`src/rtl/mem_arbiter_if.sv`:
```
// mem_arbiter_if: requester, response and memory-port signals of the two-port memory arbiter.
interface mem_arbiter_if #(
    parameter int ADDR_W = 5,
    parameter int DATA_W = 8
);
    logic              clear;
    logic              req_valid_0, req_valid_1;
    logic              req_we_0, req_we_1;
    logic [ADDR_W-1:0] req_addr_0, req_addr_1;
    logic [DATA_W-1:0] req_wdata_0, req_wdata_1;
    logic              req_ready_0, req_ready_1;
    logic              resp_valid_0, resp_valid_1;
    logic [DATA_W-1:0] resp_rdata;
    logic              init_done;
    logic              mem_write_en;
    logic [ADDR_W-1:0] mem_write_address;
    logic [DATA_W-1:0] mem_write_data;
    logic [ADDR_W-1:0] mem_read_address;
    logic [DATA_W-1:0] mem_read_data;

    modport slave (
        input  clear, req_valid_0, req_valid_1, req_we_0, req_we_1,
               req_addr_0, req_addr_1, req_wdata_0, req_wdata_1, mem_read_data,
        output req_ready_0, req_ready_1, resp_valid_0, resp_valid_1, resp_rdata,
               init_done, mem_write_en, mem_write_address, mem_write_data, mem_read_address
    );

    modport master (
        output clear, req_valid_0, req_valid_1, req_we_0, req_we_1,
               req_addr_0, req_addr_1, req_wdata_0, req_wdata_1, mem_read_data,
        input  req_ready_0, req_ready_1, resp_valid_0, resp_valid_1, resp_rdata,
               init_done, mem_write_en, mem_write_address, mem_write_data, mem_read_address
    );
endinterface

```
`src/rtl/mem_arbiter.sv`:
```
// mem_arbiter: initialises a shared memory, then round-robin arbitrates two requesters onto it.
module mem_arbiter #(
    parameter int                ADDR_W     = 5,
    parameter int                DATA_W     = 8,
    parameter logic [DATA_W-1:0] INIT_VALUE = '0
) (
    input  logic           clk,
    input  logic           rst,
    mem_arbiter_if.slave   bus
);
    typedef enum logic {INIT, RUN} state_e;

    state_e            state_q, state_d;
    logic [ADDR_W-1:0] cnt_q, cnt_d;
    logic              rr_q, rr_d;
    logic [1:0]        rvld_q, rvld_d;
    logic              run, g0, g1, gwe, grd;
    logic [ADDR_W-1:0] gaddr;
    logic [DATA_W-1:0] gdata;

    always_ff @(posedge clk) begin
        if (rst) begin
            state_q <= INIT;
            cnt_q   <= '0;
            rr_q    <= 1'b0;
            rvld_q  <= '0;
        end else begin
            state_q <= state_d;
            cnt_q   <= cnt_d;
            rr_q    <= rr_d;
            rvld_q  <= rvld_d;
        end
    end

    // rr_q names the requester that wins a tie; pending reads survive clear
    always_comb begin
        state_d = state_q;
        if (state_q == INIT && cnt_q == '1)
            state_d = RUN;
        else if (state_q == RUN && bus.clear)
            state_d = INIT;
        cnt_d  = run ? '0 : cnt_q + 1'b1;
        rr_d   = g0 ? 1'b1 : g1 ? 1'b0 : rr_q;
        rvld_d = {g1 & ~bus.req_we_1, g0 & ~bus.req_we_0};
    end

    always_comb begin
        run   = state_q == RUN;
        g0    = run & bus.req_valid_0 & (~bus.req_valid_1 | ~rr_q);
        g1    = run & bus.req_valid_1 & (~bus.req_valid_0 | rr_q);
        gwe   = g0 ? bus.req_we_0 : g1 & bus.req_we_1;
        grd   = (g0 | g1) & ~gwe;
        gaddr = g1 ? bus.req_addr_1 : bus.req_addr_0;
        gdata = g1 ? bus.req_wdata_1 : bus.req_wdata_0;
        bus.req_ready_0       = g0;
        bus.req_ready_1       = g1;
        bus.init_done         = run;
        bus.mem_write_en      = ~run | gwe;
        bus.mem_write_address = ~run ? cnt_q : gwe ? gaddr : '0;
        bus.mem_write_data    = ~run ? INIT_VALUE : gwe ? gdata : '0;
        bus.mem_read_address  = grd ? gaddr : '0;
        bus.resp_valid_0      = rvld_q[0];
        bus.resp_valid_1      = rvld_q[1];
        bus.resp_rdata        = |rvld_q ? bus.mem_read_data : '0;
    end
endmodule

```
`src/flat_wrapper.sv`:
```
// flat-port wrapper written by rule: the top's interface ports become plain ports
module mem_arbiter_flat 
#(
    parameter int                ADDR_W     = 5,
    parameter int                DATA_W     = 8,
    parameter logic [DATA_W-1:0] INIT_VALUE = '0
)
  (clk, rst, bus_clear, bus_req_valid_0, bus_req_valid_1, bus_req_we_0, bus_req_we_1, bus_req_addr_0, bus_req_addr_1, bus_req_wdata_0, bus_req_wdata_1, bus_mem_read_data, bus_req_ready_0, bus_req_ready_1, bus_resp_valid_0, bus_resp_valid_1, bus_resp_rdata, bus_init_done, bus_mem_write_en, bus_mem_write_address, bus_mem_write_data, bus_mem_read_address);
  mem_arbiter_if #(.ADDR_W(ADDR_W), .DATA_W(DATA_W)) bus_i ();
  input  logic clk;
  input  logic rst;
  input wire logic [$bits(bus_i.clear)-1:0] bus_clear;
  input wire logic [$bits(bus_i.req_valid_0)-1:0] bus_req_valid_0;
  input wire logic [$bits(bus_i.req_valid_1)-1:0] bus_req_valid_1;
  input wire logic [$bits(bus_i.req_we_0)-1:0] bus_req_we_0;
  input wire logic [$bits(bus_i.req_we_1)-1:0] bus_req_we_1;
  input wire logic [$bits(bus_i.req_addr_0)-1:0] bus_req_addr_0;
  input wire logic [$bits(bus_i.req_addr_1)-1:0] bus_req_addr_1;
  input wire logic [$bits(bus_i.req_wdata_0)-1:0] bus_req_wdata_0;
  input wire logic [$bits(bus_i.req_wdata_1)-1:0] bus_req_wdata_1;
  input wire logic [$bits(bus_i.mem_read_data)-1:0] bus_mem_read_data;
  output wire logic [$bits(bus_i.req_ready_0)-1:0] bus_req_ready_0;
  output wire logic [$bits(bus_i.req_ready_1)-1:0] bus_req_ready_1;
  output wire logic [$bits(bus_i.resp_valid_0)-1:0] bus_resp_valid_0;
  output wire logic [$bits(bus_i.resp_valid_1)-1:0] bus_resp_valid_1;
  output wire logic [$bits(bus_i.resp_rdata)-1:0] bus_resp_rdata;
  output wire logic [$bits(bus_i.init_done)-1:0] bus_init_done;
  output wire logic [$bits(bus_i.mem_write_en)-1:0] bus_mem_write_en;
  output wire logic [$bits(bus_i.mem_write_address)-1:0] bus_mem_write_address;
  output wire logic [$bits(bus_i.mem_write_data)-1:0] bus_mem_write_data;
  output wire logic [$bits(bus_i.mem_read_address)-1:0] bus_mem_read_address;
  assign bus_i.clear = bus_clear;
  assign bus_i.req_valid_0 = bus_req_valid_0;
  assign bus_i.req_valid_1 = bus_req_valid_1;
  assign bus_i.req_we_0 = bus_req_we_0;
  assign bus_i.req_we_1 = bus_req_we_1;
  assign bus_i.req_addr_0 = bus_req_addr_0;
  assign bus_i.req_addr_1 = bus_req_addr_1;
  assign bus_i.req_wdata_0 = bus_req_wdata_0;
  assign bus_i.req_wdata_1 = bus_req_wdata_1;
  assign bus_i.mem_read_data = bus_mem_read_data;
  assign bus_req_ready_0 = bus_i.req_ready_0;
  assign bus_req_ready_1 = bus_i.req_ready_1;
  assign bus_resp_valid_0 = bus_i.resp_valid_0;
  assign bus_resp_valid_1 = bus_i.resp_valid_1;
  assign bus_resp_rdata = bus_i.resp_rdata;
  assign bus_init_done = bus_i.init_done;
  assign bus_mem_write_en = bus_i.mem_write_en;
  assign bus_mem_write_address = bus_i.mem_write_address;
  assign bus_mem_write_data = bus_i.mem_write_data;
  assign bus_mem_read_address = bus_i.mem_read_address;
  mem_arbiter #(.ADDR_W(ADDR_W), .DATA_W(DATA_W), .INIT_VALUE(INIT_VALUE)) u_core (.clk(clk), .rst(rst), .bus(bus_i));
endmodule
```
`config.mk`:
```
export PLATFORM = sky130hd
export DESIGN_NAME = mem_arbiter_flat
export DESIGN_NICKNAME = d
export VERILOG_FILES = /design/src/rtl/mem_arbiter_if.sv /design/src/rtl/mem_arbiter.sv /design/src/flat_wrapper.sv
export SDC_FILE = /design/constraint.sdc
export NUM_CORES = 1
export LEC_CHECK = 0
export CORE_ASPECT_RATIO = 1.75
export CORE_MARGIN = 10
export CORE_UTILIZATION = 27
export CTS_BUF_LIST = sky130_fd_sc_hd__clkbuf_16
export CTS_CLUSTER_SIZE = 14
export DETAILED_ROUTE_END_ITERATION = 10
export PLACE_DENSITY = 0.73
export SLEW_MARGIN = 20
export SYNTH_ARGS = -nofsm -noshare
export SYNTH_HDL_FRONTEND = slang
export SYNTH_SLANG_ARGS = --single-unit
```
`constraint.sdc`:
```
create_clock -name clk -period 1.9 [get_ports clk]
set_clock_uncertainty 0.1 [all_clocks]
set_input_delay 0.57 -clock clk [delete_from_list [all_inputs] [get_ports clk]]
set_output_delay 0.57 -clock clk [all_outputs]
set_load 0.01 [all_outputs]
```
==> qor.csv, run 1 <==
stage,metric,value,unit
run_status,status,finished with violations,
run_status,violations,setup timing,
setup_path,endpoint,bus_mem_write_address[1],
timing,worst_slack,-0.4410,ns
die,die_y,89.64,µm
detailed_routing,ant_nets,0,
setup_path,slowest_stage,mux2i_4,
layout,areaGrowthSynthToFinish,136.1,%
detailed_routing,detail_route.wirelength,3887,µm
placement,hpwl,2915,µm
timing,hold_slack,0.3834,ns
setup_path,path_cells,buf_6 -> nor2b_4 -> buf_6 -> nor2_4 -> buf_12 -> mux2i_4 -> o22ai_2 -> buf_2,
power,p_leak,0.7549,nW
global_routing,grt.total_usage,0.1387,
setup_path,ff2ff_setup_slack,0.55,ns
setup_path,timing.rr.start,u_core.cnt_q[0],
global_routing,grt_max_degree,17,
setup_path,worstSetupEndpointType,output pin,
yosys,synth_edf_count,0,
clocking,cts_num_sinks,9,
setup_path,timing.rr.end,u_core.cnt_q[4],
timing,period_needed,2.341,ns
setup_path,crit_buf_inv,4,
timing,report.final.hold_viol_count,0,
timing,relSlewSlack,0.7664,
clocking,cts_made_buffers,3,
die,die_w,59.80,µm
clocking,cts_tree,done,
setup_path,cp-start-kind,input pin,
detailed_routing,drtIter0Drc,23,
placement,gp_congestion,0.7785,
detailed_routing,drc,0,
layout,diodes,0,
die,design.die.area,5360,µm²
die,core_region_area,2690,µm²
clocking,cts_htree_levels,1,
detailed_routing,drtPass1Iterations,4,
timing,finalCritPeriodShare,1.232,
clocking,root_buffer,clkbuf_16,
placement,portBuffers,72,
clocking,clk_pin_slew,0.04,ns
setup_path,cp_num_cells,8,
setup_path,cp_common_cell,buf_6,
clocking,clkLatencyLatePin,0.23,ns
setup_path,cp-startpoint,bus_req_valid_0,
die,initial_core_util,0.2781,
yosys,ys_types,29,
timing,report.final.slew_viol_count,0,
yosys,syn_inst,98,
clocking,cts.hold.buffers_added,0,
setup_path,critPathKind,in -> out,
setup_path,max_stage_delay,0.24,ns
setup_path,path_delay_family,buffers and inverters,
global_routing,grt.overflow.total,0,
setup_path,cp.arrival,1.67,ns
yosys,synthArstFlopShare,0,
die,io-pin-count,73,
layout,nNetsFinal,229,
yosys,ys_ff_latch,9,
timing,rsz0062_at_grt,true,
global_routing,antenna_found_initial,0,
timing,tightest_slew,0.3492,ns
timing,finalSetupViolCount,20,
layout,stdcell_count,212,
global_routing,grt_pass1_wl,5837,µm
detailed_routing,routed-via-count,1067,
yosys,syn_nets,141,
clocking,clock_path_buffers,2,
yosys,syn_avg_cell_area,7.635,µm²
layout,final_area,1767,µm²
yosys,synth-main-ff-cell,dfxtp_1,
detailed_routing,wire_per_inst,18.33,µm
run,drv_cap,0,
placement,postPlaceCellArea,1549,µm²
yosys,synthesis.area,748.2,µm²
timing,timing.fmax,427.2,MHz
min_path,min_path_type,reg -> reg,
yosys,ys_seq_area_frac,0.2408,
detailed_routing,vias_per_cell,5.033,
setup_path,r2r_cells,4,
setup_path,cp.required,1.23,ns
global_routing,first_global_vias,1128,
layout,drive_above_1_share,0.4703,
yosys,yosysWarnings,0,
setup_path,cp_max_fo,5,
power,vdd_ir_drop_max,0.5178,mV
placement,dpl_worst_slack,-1.177,ns
placement,place_inst,197,
die,rows,25,
power,pwr_density_cell,403.5,nW/µm²
[repair_timing]
item | in CTS | in global routing
cloned | 2 | 0
resized for setup | 178 | 19
pin swaps | 10 | 13
endpoints found under the setup margin | 30 | 29
endpoints found under the hold margin | 0 | 0
buffers inserted | 15 | 0
[cell usage after synthesis, types with 2 or more instances]
master    instances  area, µm²
dfxtp_1           9      180.2
buf_6             2      22.52
nor3_1            3      15.01
inv_1             5      18.77
clkbuf_1          2      7.510
nor3b_1           4      30.03
nor2_1            8      30.03
ha_1              2      25.02
o211ai_1          8      60.06
nor2b_1           9      56.30
buf_1             3      11.26
xnor2_1           2      17.52
o22ai_1           5      31.28
a21oi_1           8      40.04
nand2_1          10      37.54
mux2i_1           5      50.05
[worst min-delay path by stage]
stage / from / end / slack, ns / cells after the start
detailed placement: u_core.cnt_q[0] / u_core.cnt_q[0] / 0.38 / 1
global route: u_core.cnt_q[0] / u_core.cnt_q[0] / 0.43 / 1
finish: u_core.cnt_q[0] / u_core.cnt_q[0] / 0.38 / 1
floorplan: u_core.cnt_q[0] / u_core.cnt_q[0] / 0.35 / 1
CTS: u_core.cnt_q[0] / u_core.cnt_q[0] / 0.38 / 1
global placement: u_core.cnt_q[0] / u_core.cnt_q[0] / 0.37 / 1
[kinds of logic after synthesis]
logic type               Yosys count  synth area share
AO/OA/AOI/OAI                     26            0.2408
XOR/XNOR                           2           0.02342
adder cells (fa/ha/maj)            2           0.03344
buffers and inverters             13           0.09031
flip-flops                         9            0.2408
multiplexers                       5           0.06689
AND/OR/NAND/NOR                   41            0.3043
[routing by layer]
metal | GRT usage | part of all wire | vias up
met5 | 0 | 0 | -
met3 | 0.05352 | 0.11 | 6
met2 | 0.2585 | 0.54 | 48
met1 | 0.1268 | 0.32 | 493
met4 | 0.05738 | 0.019 | 0
li1 | - | - | 520
[worst register-to-register path: stages, from the launching register on]
cell and delay (ns):
dfxtp_1 0.32, ha_1 0.22, and3_1 0.19, ha_1 0.26
nor3b_1 0.13
[power by group]
group	total, W	leakage, nW	internal, W	switching [W]
Combinational	0.000160	0.639	0.000106	0.0000538
Clock	0.000353	0.0423	0.000274	0.0000796
Sequential	0.000200	0.0736	0.000196	0.00000417
[per-stage QoR]
stage	util	power [W]	setup TNS (ns)
3_3_place_gp	0.5758	0.0003404	-26.37
5_1_grt	0.6567	0.0007434	-8.893
2_1_floorplan	-	0.0002382	-2.086
6_report	0.6567	0.0007129	-7.846
3_5_place_dp	0.5758	0.0003426	-27.00
4_1_cts	0.6726	0.0007086	-8.264
[layout make-up]
class | instances | area [µm²]
Clock buffer | 3 | 75.07
Clock inverter | 1 | 3.754
Fill cell | 221 | 923.4
Inverter | 5 | 18.77
Multi-Input combinational cell | 76 | 678.2
Sequential cell | 9 | 181.4
Tap cell | 27 | 33.78
Timing Repair Buffer | 91 | 775.7
[flip-flops by register name, indices dropped and copies added, names as in the netlist]
signal and cells:
u_core.cnt_q 5, u_core.rvld_q 2, u_core.bus.init_done 1, u_core.rr_q 1
[cells in the final DEF, fill, tap and decap left out, types with 4 or more instances in the layout]
cell type | synthesis | routed
nand2_1 | 10 | 4
buf_2 | 0 | 27
dfxtp_1 | 9 | 8
nor2_1 | 8 | 7
o22ai_2 | 0 | 5
clkdlybuf4s50_1 | 0 | 30
buf_4 | 1 | 9
mux2i_4 | 0 | 5
a21oi_2 | 0 | 8
inv_1 | 5 | 6
dlygate4sd2_1 | 0 | 10
buf_6 | 2 | 12
nor2b_1 | 9 | 9
o211ai_1 | 8 | 8
Power figures use the tool's default switching activity.
==> run 2, diff against run 1 <==
- GPL_TIMING_DRIVEN: default -> 0
==> run 2 against run 1 <==
Clock power is 1% higher. First-iteration DRC count shrank 26%. Global-route usage is 0.61 points lower. Critical endpoint is now bus_mem_write_address[3]. Die area unchanged. Core utilization fell by 3.8 points. Setup slack worse by 0.023 ns. Power fell by 1.2%. Non-clock buffer count up 2. Combinational power is 9% lower. Final area decreased by 5.7%. The run still ends with setup timing left.
==> qor.csv, run 2 (synthesis results as in run 1) <==
stage,metric,value,unit,change
clocking,cts_tree,done,,
power,p_leak,0.7128,nW,-5.6%
timing,timing.fmax,423.0,MHz,-0.98%
die,io-pin-count,73,,unchanged
setup_path,cp.required,1.23,ns,about the same
run_status,violations,setup timing,,
power,p_comb_frac,0.207,,-0.017
layout,nNetsFinal,231,,+0.87%
placement,place_inst,196,,-0.51%
timing,relSlewSlack,0.6866,,-0.07983
layout,top_register,u_core.cnt_q,,
power,vdd_ir_drop_max,0.5708,mV,+10%
clocking,clock_path_buffers,2,,unchanged
setup_path,cp.arrival,1.69,ns,+0.02 ns
die,die_y,89.64,µm,unchanged
power,p_switching,0.0001365,W,-0.73%
setup_path,cp-start-kind,input pin,,
layout,diodes,0,,unchanged
global_routing,grt.total_usage,0.1326,,-0.006064
power,power_frac_clock,0.508,,+0.012
layout,regArea,180.2,µm²,-0.69%
power,switching_share,0.1940,,+0.001017
global_routing,met2_usage,0.2387,,-0.01974
run,drv_cap,0,,unchanged
detailed_routing,drc,0,,unchanged
timing,finalSetupViolCount,19,,-5.0%
die,initial_core_util,0.2781,,unchanged
power,pwr-share-seq,0.285,,+0.005
layout,multi_input_area,618.1,µm²,-8.9%
die,die_w,59.80,µm,unchanged
timing,period_needed,2.364,ns,+0.02307 ns
layout,areaGrowthSynthToFinish,122.6,%,
timing,report.final.hold_viol_count,0,,unchanged
min_path,holdPathStages,1,,unchanged
die,core_region_area,2690,µm²,unchanged
setup_path,cp_max_fo,5,,unchanged
setup_path,critPathKind,in -> out,,
clocking,cts_htree_levels,1,,unchanged
placement,gp_congestion,0.7511,,-3.5%
power,intPower,0.0005675,W,-1.4%
setup_path,timing.rr.end,u_core.cnt_q[4],,
global_routing,first_global_vias,1051,,-6.8%
setup_path,worstSetupEndpointType,output pin,,
die,design.die.area,5360,µm²,unchanged
global_routing,grt.overflow.total,0,,unchanged
clocking,cts_num_sinks,9,,unchanged
power,pwr_density_cell,422.7,nW/µm²,+4.8%
power,p_total,0.0007040,W,-1.2%
global_routing,busiest_layer,met2,,
layout,final_cell_mix,"30 x buf_2, 30 x clkdlybuf4s50_1, 11 x buf_4",,
timing,rsz0062_at_grt,true,,
clocking,cts_made_buffers,3,,unchanged
layout,reg_top3,"u_core.cnt_q x5, u_core.rvld_q x2",,
timing,setup-tns-final,-7.852,ns,-0.005320 ns
detailed_routing,drtPass1Iterations,4,,unchanged
min_path,hold_path.startpoint,u_core.cnt_q[0],,
timing,tightest_slew,0.4701,ns,+0.1208 ns
global_routing,antenna_found_initial,0,,unchanged
layout,stdcell_count,214,,+0.94%
detailed_routing,wire_per_inst,17.02,µm,-7.2%
detailed_routing,detail_route.wirelength,3643,µm,-6.3%
detailed_routing,drtIter0Drc,17,,-26%
placement,hpwl,2969,µm,+1.9%
timing,finalCritPeriodShare,1.244,,+0.01214
clocking,cts.hold.buffers_added,0,,unchanged
min_path,min_path_type,reg -> reg,,
setup_path,timing.rr.start,u_core.cnt_q[0],,
global_routing,use_met3,0.05211,,-0.001408
layout,drive_above_1_share,0.4118,,-0.05851
run_status,status,finished with violations,,
detailed_routing,routed-via-count,1036,,-2.9%
global_routing,grtUsageMet1,0.1254,,-0.001422
timing,worst_slack,-0.4641,ns,-0.02307 ns
global_routing,grt_pass1_wl,5485,µm,-6.0%
min_path,min_to,u_core.cnt_q[0],,
global_routing,grt_max_degree,11,,-6
placement,dpl_worst_slack,-1.226,ns,-0.04850 ns
timing,report.final.slew_viol_count,0,,unchanged
clocking,clk_pin_slew,0.04,ns,about the same
detailed_routing,ant_nets,0,,unchanged
clocking,clkLatencyLatePin,0.23,ns,about the same
die,rows,25,,unchanged
detailed_routing,vias_per_cell,4.841,,-3.8%
setup_path,ff2ff_setup_slack,0.54,ns,about the same
layout,fillCellCount,251,,+14%
clocking,root_buffer,clkbuf_16,,
layout,largest_register_ffs,5,,unchanged
placement,portBuffers,71,,-1.4%
setup_path,r2r_cells,4,,unchanged
==> run 2: metrics by stage <==
stage | utilization | hold slack [ns] | instance area [µm²]
after floorplan | - | 0.3503 | 759.5
after global placement | 0.5591 | 0.3666 | 1504
after detailed placement | 0.5591 | 0.3771 | 1504
after CTS | 0.5935 | 0.3823 | 1597
after global routing | 0.6191 | 0.3990 | 1665
final | 0.6191 | 0.3755 | 1665
==> run 2: power by group through the flow <==
stage	Combinational, W	Sequential [W]	Clock, W
2_1_floorplan	0.0000356	0.000203	0
3_3_place_gp	0.000132	0.000203	0
3_5_place_dp	0.000136	0.000204	0
4_1_cts	0.000135	0.000201	0.000367
5_1_grt	0.000156	0.000202	0.000371
6_report	0.000146	0.000201	0.000358
==> run 2: layer usage <==
layer	wire length [µm]	share of wire
met5	0	0
met3	414	0.11
met2	1893	0.52
met4	87	0.024
met1	1249	0.34
==> run 2: how the worst max path moves through the flow <==
stage	slack, ns	start	cells past startpoint	to
after floorplan	-0.16	bus_req_valid_0	5	bus_mem_write_address[3]
after global placement	-1.20	bus_req_valid_0	7	bus_mem_write_address[3]
after detailed placement	-1.23	bus_req_valid_0	7	bus_mem_write_address[3]
after CTS	-0.47	bus_req_valid_0	7	bus_mem_write_address[3]
after global routing	-0.51	bus_req_valid_0	7	bus_mem_write_address[3]
final	-0.46	bus_req_valid_0	7	bus_mem_write_address[3]
==> run 2: timing repair <==
| action | 4_1_cts | 5_1_grt |
|---|---|---|
| endpoints found under the hold margin | 0 | 0 |
| gates cloned | 1 | 0 |
| gates resized for setup | 156 | 13 |
| setup buffers | 10 | 3 |
| pin swaps | 8 | 4 |
| setup endpoints to repair | 29 | 29 |
==> run 2: area by class of cell <==
cell class	instances	area share
Sequential cell	9	0.1082
Clock inverter	1	0.002254
Timing Repair Buffer	85	0.4080
Buffer	8	0.03381
Inverter	5	0.01127
Tap cell	27	0.02029
Multi-Input combinational cell	76	0.3711
Clock buffer	3	0.04508
==> run 2: critical path, cell delays in order <==
cell,delay [ns]
buf_6,0.07
nor2b_4,0.17
and4b_1,0.24
a31oi_4,0.27
buf_6,0.16
o22ai_2,0.05
buf_2,0.16
